File: config.mk
export PLATFORM = sky130hd
export DESIGN_NAME = wb_regfile_flat
export DESIGN_NICKNAME = d
export VERILOG_FILES = /design/src/rtl/wb_regfile_if.sv /design/src/rtl/wb_regfile.sv /design/src/flat_wrapper.sv
export SDC_FILE = /design/constraint.sdc
export NUM_CORES = 2
export LEC_CHECK = 0
export CAP_MARGIN = 20
export CORE_MARGIN = 5
export CORE_UTILIZATION = 60
export CTS_BUF_LIST = sky130_fd_sc_hd__clkbuf_4 sky130_fd_sc_hd__clkbuf_8
export DETAILED_ROUTE_END_ITERATION = 8
export GPL_TIMING_DRIVEN = 1
export PLACE_DENSITY = 0.91
export SLEW_MARGIN = 20
export SYNTH_ARGS = -nofsm -noshare
export SYNTH_HDL_FRONTEND = slang
export SYNTH_SLANG_ARGS = --single-unit
File: constraint.sdc
create_clock -name clk_i -period 2.5 [get_ports clk_i]
set_input_delay 0.25 -clock clk_i [delete_from_list [all_inputs] [get_ports clk_i]]
set_output_delay 0.25 -clock clk_i [all_outputs]
set_load 0.1 [all_outputs]
File: src/rtl/wb_regfile_if.sv
// Write-back / register-read bundle between the pipeline (master) and the
// register file (slave).
interface wb_regfile_if;
  logic        RegWrite_i;
  logic        MemtoReg_i;
  logic [31:0] ALUResult_i;
  logic [31:0] Memdata_i;
  logic [4:0]  RDaddr_i;
  logic [4:0]  RS1addr_i;
  logic [4:0]  RS2addr_i;
  logic [31:0] RS1data_o;
  logic [31:0] RS2data_o;
  logic [31:0] WBdata_o;
  logic [31:0] WBcount_o;

  modport master (
    output RegWrite_i, MemtoReg_i, ALUResult_i, Memdata_i,
    output RDaddr_i, RS1addr_i, RS2addr_i,
    input  RS1data_o, RS2data_o, WBdata_o, WBcount_o
  );

  modport slave (
    input  RegWrite_i, MemtoReg_i, ALUResult_i, Memdata_i,
    input  RDaddr_i, RS1addr_i, RS2addr_i,
    output RS1data_o, RS2data_o, WBdata_o, WBcount_o
  );
endinterface

File: src/rtl/wb_regfile.sv
// 32 x 32-bit register file with write-back mux, optional write-to-read bypass
// and a counter of committed writes.
module wb_regfile #(
  parameter bit BYPASS = 1'b1
) (
  input logic         clk_i,
  input logic         rst_i,
  wb_regfile_if.slave wb
);

  logic [31:0] regs_q [32];
  logic [31:0] wbcount_q;
  logic [31:0] wb_data;
  logic        commit;
  logic [31:0] rs1_data;
  logic [31:0] rs2_data;

  assign wb_data = wb.MemtoReg_i ? wb.Memdata_i : wb.ALUResult_i;
  assign commit  = wb.RegWrite_i && (wb.RDaddr_i != 5'd0);

  // NOTE: the array must be real flops, not RAM, because reset clears every
  // entry asynchronously; all sequential state uses non-blocking assignment.
  always_ff @(posedge clk_i or negedge rst_i) begin
    if (!rst_i) begin
      for (int i = 0; i < 32; i++) regs_q[i] <= '0;
      wbcount_q <= '0;
    end else if (commit) begin
      regs_q[wb.RDaddr_i] <= wb_data;
      wbcount_q           <= wbcount_q + 32'd1;
    end
  end

  // NOTE: defaults assigned first so no path leaves the outputs unassigned.
  always_comb begin
    rs1_data = '0;
    rs2_data = '0;
    if (wb.RS1addr_i != 5'd0) begin
      rs1_data = (BYPASS && commit && (wb.RS1addr_i == wb.RDaddr_i))
                 ? wb_data : regs_q[wb.RS1addr_i];
    end
    if (wb.RS2addr_i != 5'd0) begin
      rs2_data = (BYPASS && commit && (wb.RS2addr_i == wb.RDaddr_i))
                 ? wb_data : regs_q[wb.RS2addr_i];
    end
  end

  assign wb.RS1data_o = rs1_data;
  assign wb.RS2data_o = rs2_data;
  assign wb.WBdata_o  = wb_data;
  assign wb.WBcount_o = wbcount_q;

endmodule
File: src/flat_wrapper.sv
// flat-port wrapper written by rule: the top's interface ports become plain ports
module wb_regfile_flat 
#(
  parameter bit BYPASS = 1'b1
)
  (clk_i, rst_i, wb_RegWrite_i, wb_MemtoReg_i, wb_ALUResult_i, wb_Memdata_i, wb_RDaddr_i, wb_RS1addr_i, wb_RS2addr_i, wb_RS1data_o, wb_RS2data_o, wb_WBdata_o, wb_WBcount_o);
  wb_regfile_if wb_i ();
  input logic clk_i;
  input logic rst_i;
  input wire logic [$bits(wb_i.RegWrite_i)-1:0] wb_RegWrite_i;
  input wire logic [$bits(wb_i.MemtoReg_i)-1:0] wb_MemtoReg_i;
  input wire logic [$bits(wb_i.ALUResult_i)-1:0] wb_ALUResult_i;
  input wire logic [$bits(wb_i.Memdata_i)-1:0] wb_Memdata_i;
  input wire logic [$bits(wb_i.RDaddr_i)-1:0] wb_RDaddr_i;
  input wire logic [$bits(wb_i.RS1addr_i)-1:0] wb_RS1addr_i;
  input wire logic [$bits(wb_i.RS2addr_i)-1:0] wb_RS2addr_i;
  output wire logic [$bits(wb_i.RS1data_o)-1:0] wb_RS1data_o;
  output wire logic [$bits(wb_i.RS2data_o)-1:0] wb_RS2data_o;
  output wire logic [$bits(wb_i.WBdata_o)-1:0] wb_WBdata_o;
  output wire logic [$bits(wb_i.WBcount_o)-1:0] wb_WBcount_o;
  assign wb_i.RegWrite_i = wb_RegWrite_i;
  assign wb_i.MemtoReg_i = wb_MemtoReg_i;
  assign wb_i.ALUResult_i = wb_ALUResult_i;
  assign wb_i.Memdata_i = wb_Memdata_i;
  assign wb_i.RDaddr_i = wb_RDaddr_i;
  assign wb_i.RS1addr_i = wb_RS1addr_i;
  assign wb_i.RS2addr_i = wb_RS2addr_i;
  assign wb_RS1data_o = wb_i.RS1data_o;
  assign wb_RS2data_o = wb_i.RS2data_o;
  assign wb_WBdata_o = wb_i.WBdata_o;
  assign wb_WBcount_o = wb_i.WBcount_o;
  wb_regfile #(.BYPASS(BYPASS)) u_core (.clk_i(clk_i), .rst_i(rst_i), .wb(wb_i));
endmodule
==> results.tsv, run 1 <==
metric	value	unit
Mapped Avg Cell Area	10.9	um2
cell taking the most area after synthesis	dfrtp_1	
initial core utilization	60.6	%
H-tree levels	4	
Err	[ERROR GRT-0232] Routing congestion too high. Check the congestion heatmap in the GUI.	
Synth cell types	71	
largest net degree at the start of global routing	94	
Remaining Overflow, GRT	5	
Die Height	315	um
commonest cells in the netlist	dfrtp_1, nor2_1, a21oi_1, nand2_1, o21ai_0	
ys flop type	dfrtp_1	
Root Driver	clkbuf_8	
Die Span X	315	um
Ports	211	
total track usage	63.3	%
sequential area share after synthesis	47.5	%
CTS buffer count	169	
Yosys top cell area share	47.5	%
largest cells by area after synthesis	dfrtp_1, mux4_2, mux2i_1, a21oi_1, nor2_1	
CTS sink count	1056	
Halt Stage	5_1_grt	
IO Port Bufs	210	
Warnings, synthesis	0	
Syn Std Cell Area	55600	um2
status	stopped before the end	
clock buffer depth	3	
Synth Instances	5110	
synthesized flop and latch total	1056	
Final HPWL DP	143	mm
ys async rst share	100	%
Post-synth EDFFs	0	
RePlAce Congestion	1.02	
most common cell in the netlist	dfrtp_1	
Placement Cell Area	64700	um2
row count	111	
post-synth net total	5194	
[repair_timing]
item,CTS
pin swaps,120
buffers inserted,89
hold buffers,2
hold endpoints to repair,765
resized for setup,227
endpoints found under the setup margin,64
[routing by layer]
metal  overflow  GRT usage, %
met4          3          60.6
met3          0          56.1
met5          0          40.5
met1          0          60.6
met2          2          75.3
[through the flow]
step	utilization [%]	setup WS, ns	TNS, ns	instances	hold WS, ns
floorplan	-	-0.467	-7.15	5110	-0.0456
global placement	70.5	-0.422	-20.18	6548	0.204
detailed placement	70.5	-0.558	-26.84	6548	0.208
CTS	76.5	-0.888	-34.42	6937	0.0244
[kinds of logic after synthesis]
family | Yosys count | synth area share, %
buffers and inverters | 587 | 5.09
flip-flops | 1056 | 47.5
AO/OA/AOI/OAI | 1403 | 14.7
XOR/XNOR | 41 | 0.645
adder cells (fa/ha/maj) | 1 | 0.0225
AND/OR/NAND/NOR | 1243 | 8.99
multiplexers | 779 | 23.1
==> run 2, diff against run 1 <==
--- a/config.mk
+++ b/config.mk
@@ -7,11 +7,10 @@
 export LEC_CHECK = 0
 export CAP_MARGIN = 20
 export CORE_MARGIN = 5
-export CORE_UTILIZATION = 60
-export CTS_BUF_LIST = sky130_fd_sc_hd__clkbuf_4 sky130_fd_sc_hd__clkbuf_8
+export CORE_UTILIZATION = 40
 export DETAILED_ROUTE_END_ITERATION = 8
 export GPL_TIMING_DRIVEN = 1
-export PLACE_DENSITY = 0.91
+export PLACE_DENSITY_LB_ADDON = 0.15
 export SLEW_MARGIN = 20
 export SYNTH_ARGS = -nofsm -noshare
 export SYNTH_HDL_FRONTEND = slang
==> run 2 against run 1 <==
  * The flow now finishes, with violations (negative setup slack)
  * Area after synthesis did not move
  * Synthesized cell count did not move
==> results.tsv, run 2 <==
metric	value	unit
status	complete, but fails checks	
failing checks	negative setup slack	
Peak VDD IR	0.755	mV
nets	5652	
Sequential Power Share	38.9	%
Slew @ Worst Pin	0.951	ns
synthesized flop and latch total	1056	
Slowest Stage Delay on Critical Path	0.54	ns
Internal	0.0409	W
Die Span X	383	um
H-tree levels	3	
Area Overhead vs Synth	30.7	%
Post-Layout Cell Count	7470	
post-synth net total	5194	
crit path launch type	register	
FF-to-FF Start	u_core.wb.WBcount_o[10]$_DFFE_PN0P_	
Post-synth EDFFs	0	
DR pass1 iterations	6	
Routed WL	222	mm
core region area	138000	um2
Worst Setup SP	u_core.regs_q[143]$_DFFE_PN0P_	
# DRC	0	
max reg flops	1024	
clock buffer depth	3	
Critical Path AT	2.92	ns
die area	147000	um2
initial DRC count	4690	
Yosys top cell area share	47.5	%
CTS tree	yes	
most common cell after layout, fill and taps aside	dfrtp_1	
CP endpoint kind	output port	
share of layout cells above drive strength 1	31.4	%
setup_tns	-24.56	ns
row count	136	
met1 Track Usage GR	42.3	%
clk_skew	0.0187	ns
first-pass GRT wire length	325	mm
commonest cells in the netlist	dfrtp_1, nor2_1, a21oi_1, nand2_1, o21ai_0	
Worst slew margin	36.5	%
RSZ-0062 raised after global routing	yes	
met3 Use GR	6.69	%
largest net degree at the start of global routing	97	
PwrDens	839	nW/um2
Mapped Avg Cell Area	10.9	um2
WP data required	2.25	ns
initial core utilization	40.4	%
largest cells by area after synthesis	dfrtp_1, mux4_2, mux2i_1, a21oi_1, nor2_1	
final worst setup slack	-0.671	ns
Synth cell types	71	
total track usage	30.1	%
DR WL/cell	29.8	um
CTS buffer count	118	
Die Height	383	um
reg2reg setup slack	0.71	ns
Sw Ratio	33.0	%
IO Port Bufs	210	
Synth Instances	5110	
Placement Cell Area	66100	um2
Via-to-Cell Ratio	6.08	
critical-path maximum fanout	2	
most common cell in the netlist	dfrtp_1	
CTS sink count	1056	
RePlAce Congestion	0.874	
Routed Antenna Nets	0	
sw power	0.0201	W
crit path to	wb_RS2data_o[15]	
cell taking the most area after synthesis	dfrtp_1	
WS Path Type	reg -> out	
Max Transition Viols Final	0	
sequential area share after synthesis	47.5	%
number of global-route vias before repair	45200	
Final period util	127	%
antenna violations before repair	3	
Ports	211	
critical path's most frequent cell	mux4_2	
ys flop type	dfrtp_1	
Hold Violations, Final	0	
RR Endpoint	u_core.wb.WBcount_o[25]$_DFFE_PN0P_	
GRT Max-Usage Layer	met2	
Final Instance Area	72700	um2
Final HPWL DP	146	mm
cell count of the worst reg-to-reg path	6	
M2 GR Usage	46.1	%
Root Driver	clkbuf_16	
fmax	315	MHz
Largest Register	u_core.regs_q	
clock slew at reported path FFs	0.06	ns
final worst path period need	3.17	ns
later-pin clock latency in the skew report	0.74	ns
Clk pwr share	31.8	%
Placed Cells	7147	
Crit-path slowest cell	mux4_2	
Syn Std Cell Area	55600	um2
max_cap viols	0	
crit path cell chain	mux4_2 > mux4_2 > a221oi_4 > a21oi_4 > buf_12	
Warnings, synthesis	0	
leakage	31.1	nW
Min-Delay Path Class	in -> async	
total number of vias	45400	
commonest non-fill, non-tap cells in the layout	dfrtp_1, nor2_1, a21oi_1, buf_4, nand2_1	
Gate power share	29.2	%
Final setup viols	64	
ys async rst share	100	%
Remaining Overflow, GRT	0	
run 2: cell counts after synthesis:
Identical to the previous run, type by type.
run 2: how the worst min path moves through the flow:
stage | startpoint | to | slack, ns | cells past startpoint
after CTS | rst_i | u_core.regs_q[794]$_DFFE_PN0P_ | 0.08 | 2
after global placement | rst_i | u_core.regs_q[538]$_DFFE_PN0P_ | 0.29 | 1
after global routing | rst_i | u_core.regs_q[890]$_DFFE_PN0P_ | 0.12 | 2
final | rst_i | u_core.regs_q[890]$_DFFE_PN0P_ | 0.11 | 2
after detailed placement | rst_i | u_core.regs_q[538]$_DFFE_PN0P_ | 0.29 | 1
after floorplan | rst_i | u_core.regs_q[0]$_DFFE_PN0P_ | -0.05 | 0
run 2: kinds of logic (layout without fill, tap and decap cells):
logic type / after synthesis / after routing / share of synthesized area (%)
adder cells (fa/ha/maj): 1 / 1 / 0.0225
AND/OR/NAND/NOR: 1243 / 1244 / 8.99
other: 0 / 3 / 0
XOR/XNOR: 41 / 41 / 0.645
buffers and inverters: 587 / 1149 / 5.09
multiplexers: 779 / 779 / 23.1
flip-flops: 1056 / 1056 / 47.5
AO/OA/AOI/OAI: 1403 / 1403 / 14.7
run 2: area by class of cell:
| class | instances | area (um2) |
|---|---|---|
| antenna | 3 | 7.51 |
| timing repair buffer | 884 | 10600 |
| tap | 1794 | 2240 |
| clock inverter | 55 | 836 |
| inverter | 40 | 198 |
| clock buffer | 170 | 3510 |
| fill | 12000 | 65100 |
| multi-input combinational | 3468 | 28900 |
| sequential | 1056 | 26400 |
run 2: through the flow:
stage | utilization (%) | power, W | setup slack [ns] | hold WS [ns]
after floorplan | - | 0.0342 | -0.467 | -0.0456
after global placement | 48.0 | 0.0401 | -1.11 | 0.293
after detailed placement | 48.0 | 0.0405 | -1.02 | 0.286
after CTS | 52.4 | 0.0608 | -0.702 | 0.0841
after global routing | 52.8 | 0.0636 | -0.724 | 0.119
final | 52.8 | 0.0610 | -0.671 | 0.112
run 2: worst max-delay path: cells and delay by family, from the launching register on:
| kind | cells | cell delay [ns] |
|---|---|---|
| AOI/OAI and AO/OA | 2 | 0.58 |
| buffers and inverters | 1 | 0.19 |
| DFF | 1 | 0.40 |
| muxes | 2 | 1.01 |
run 2: metal layers:
layer | vias up | wire length [um] | part of all wire [%]
li1 | 19600 | - | -
met5 | - | 10 | 0.0045
met4 | 2 | 9200 | 4.1
met1 | 23200 | 92900 | 42
met2 | 2112 | 100000 | 45
met3 | 447 | 19900 | 8.9
run 2: power groups by stage:
stage | logic, W | clock network [W] | registers, W
4_1_cts | 0.0175 | 0.0196 | 0.0236
2_1_floorplan | 0.0108 | 0 | 0.0234
6_report | 0.0178 | 0.0194 | 0.0237
5_1_grt | 0.0191 | 0.0204 | 0.0241
3_3_place_gp | 0.0163 | 0 | 0.0238
3_5_place_dp | 0.0166 | 0 | 0.0239
run 2: timing repair:
action / CTS / global route
setup buffers: 86 / 19
pin swaps: 134 / 62
gates resized for setup: 229 / 74
cloned: 6 / 0
setup endpoints to repair: 64 / 64
hold buffers: 1 / 0
endpoints found under the hold margin: 179 / 0
(Power assumes the default switching activity.)
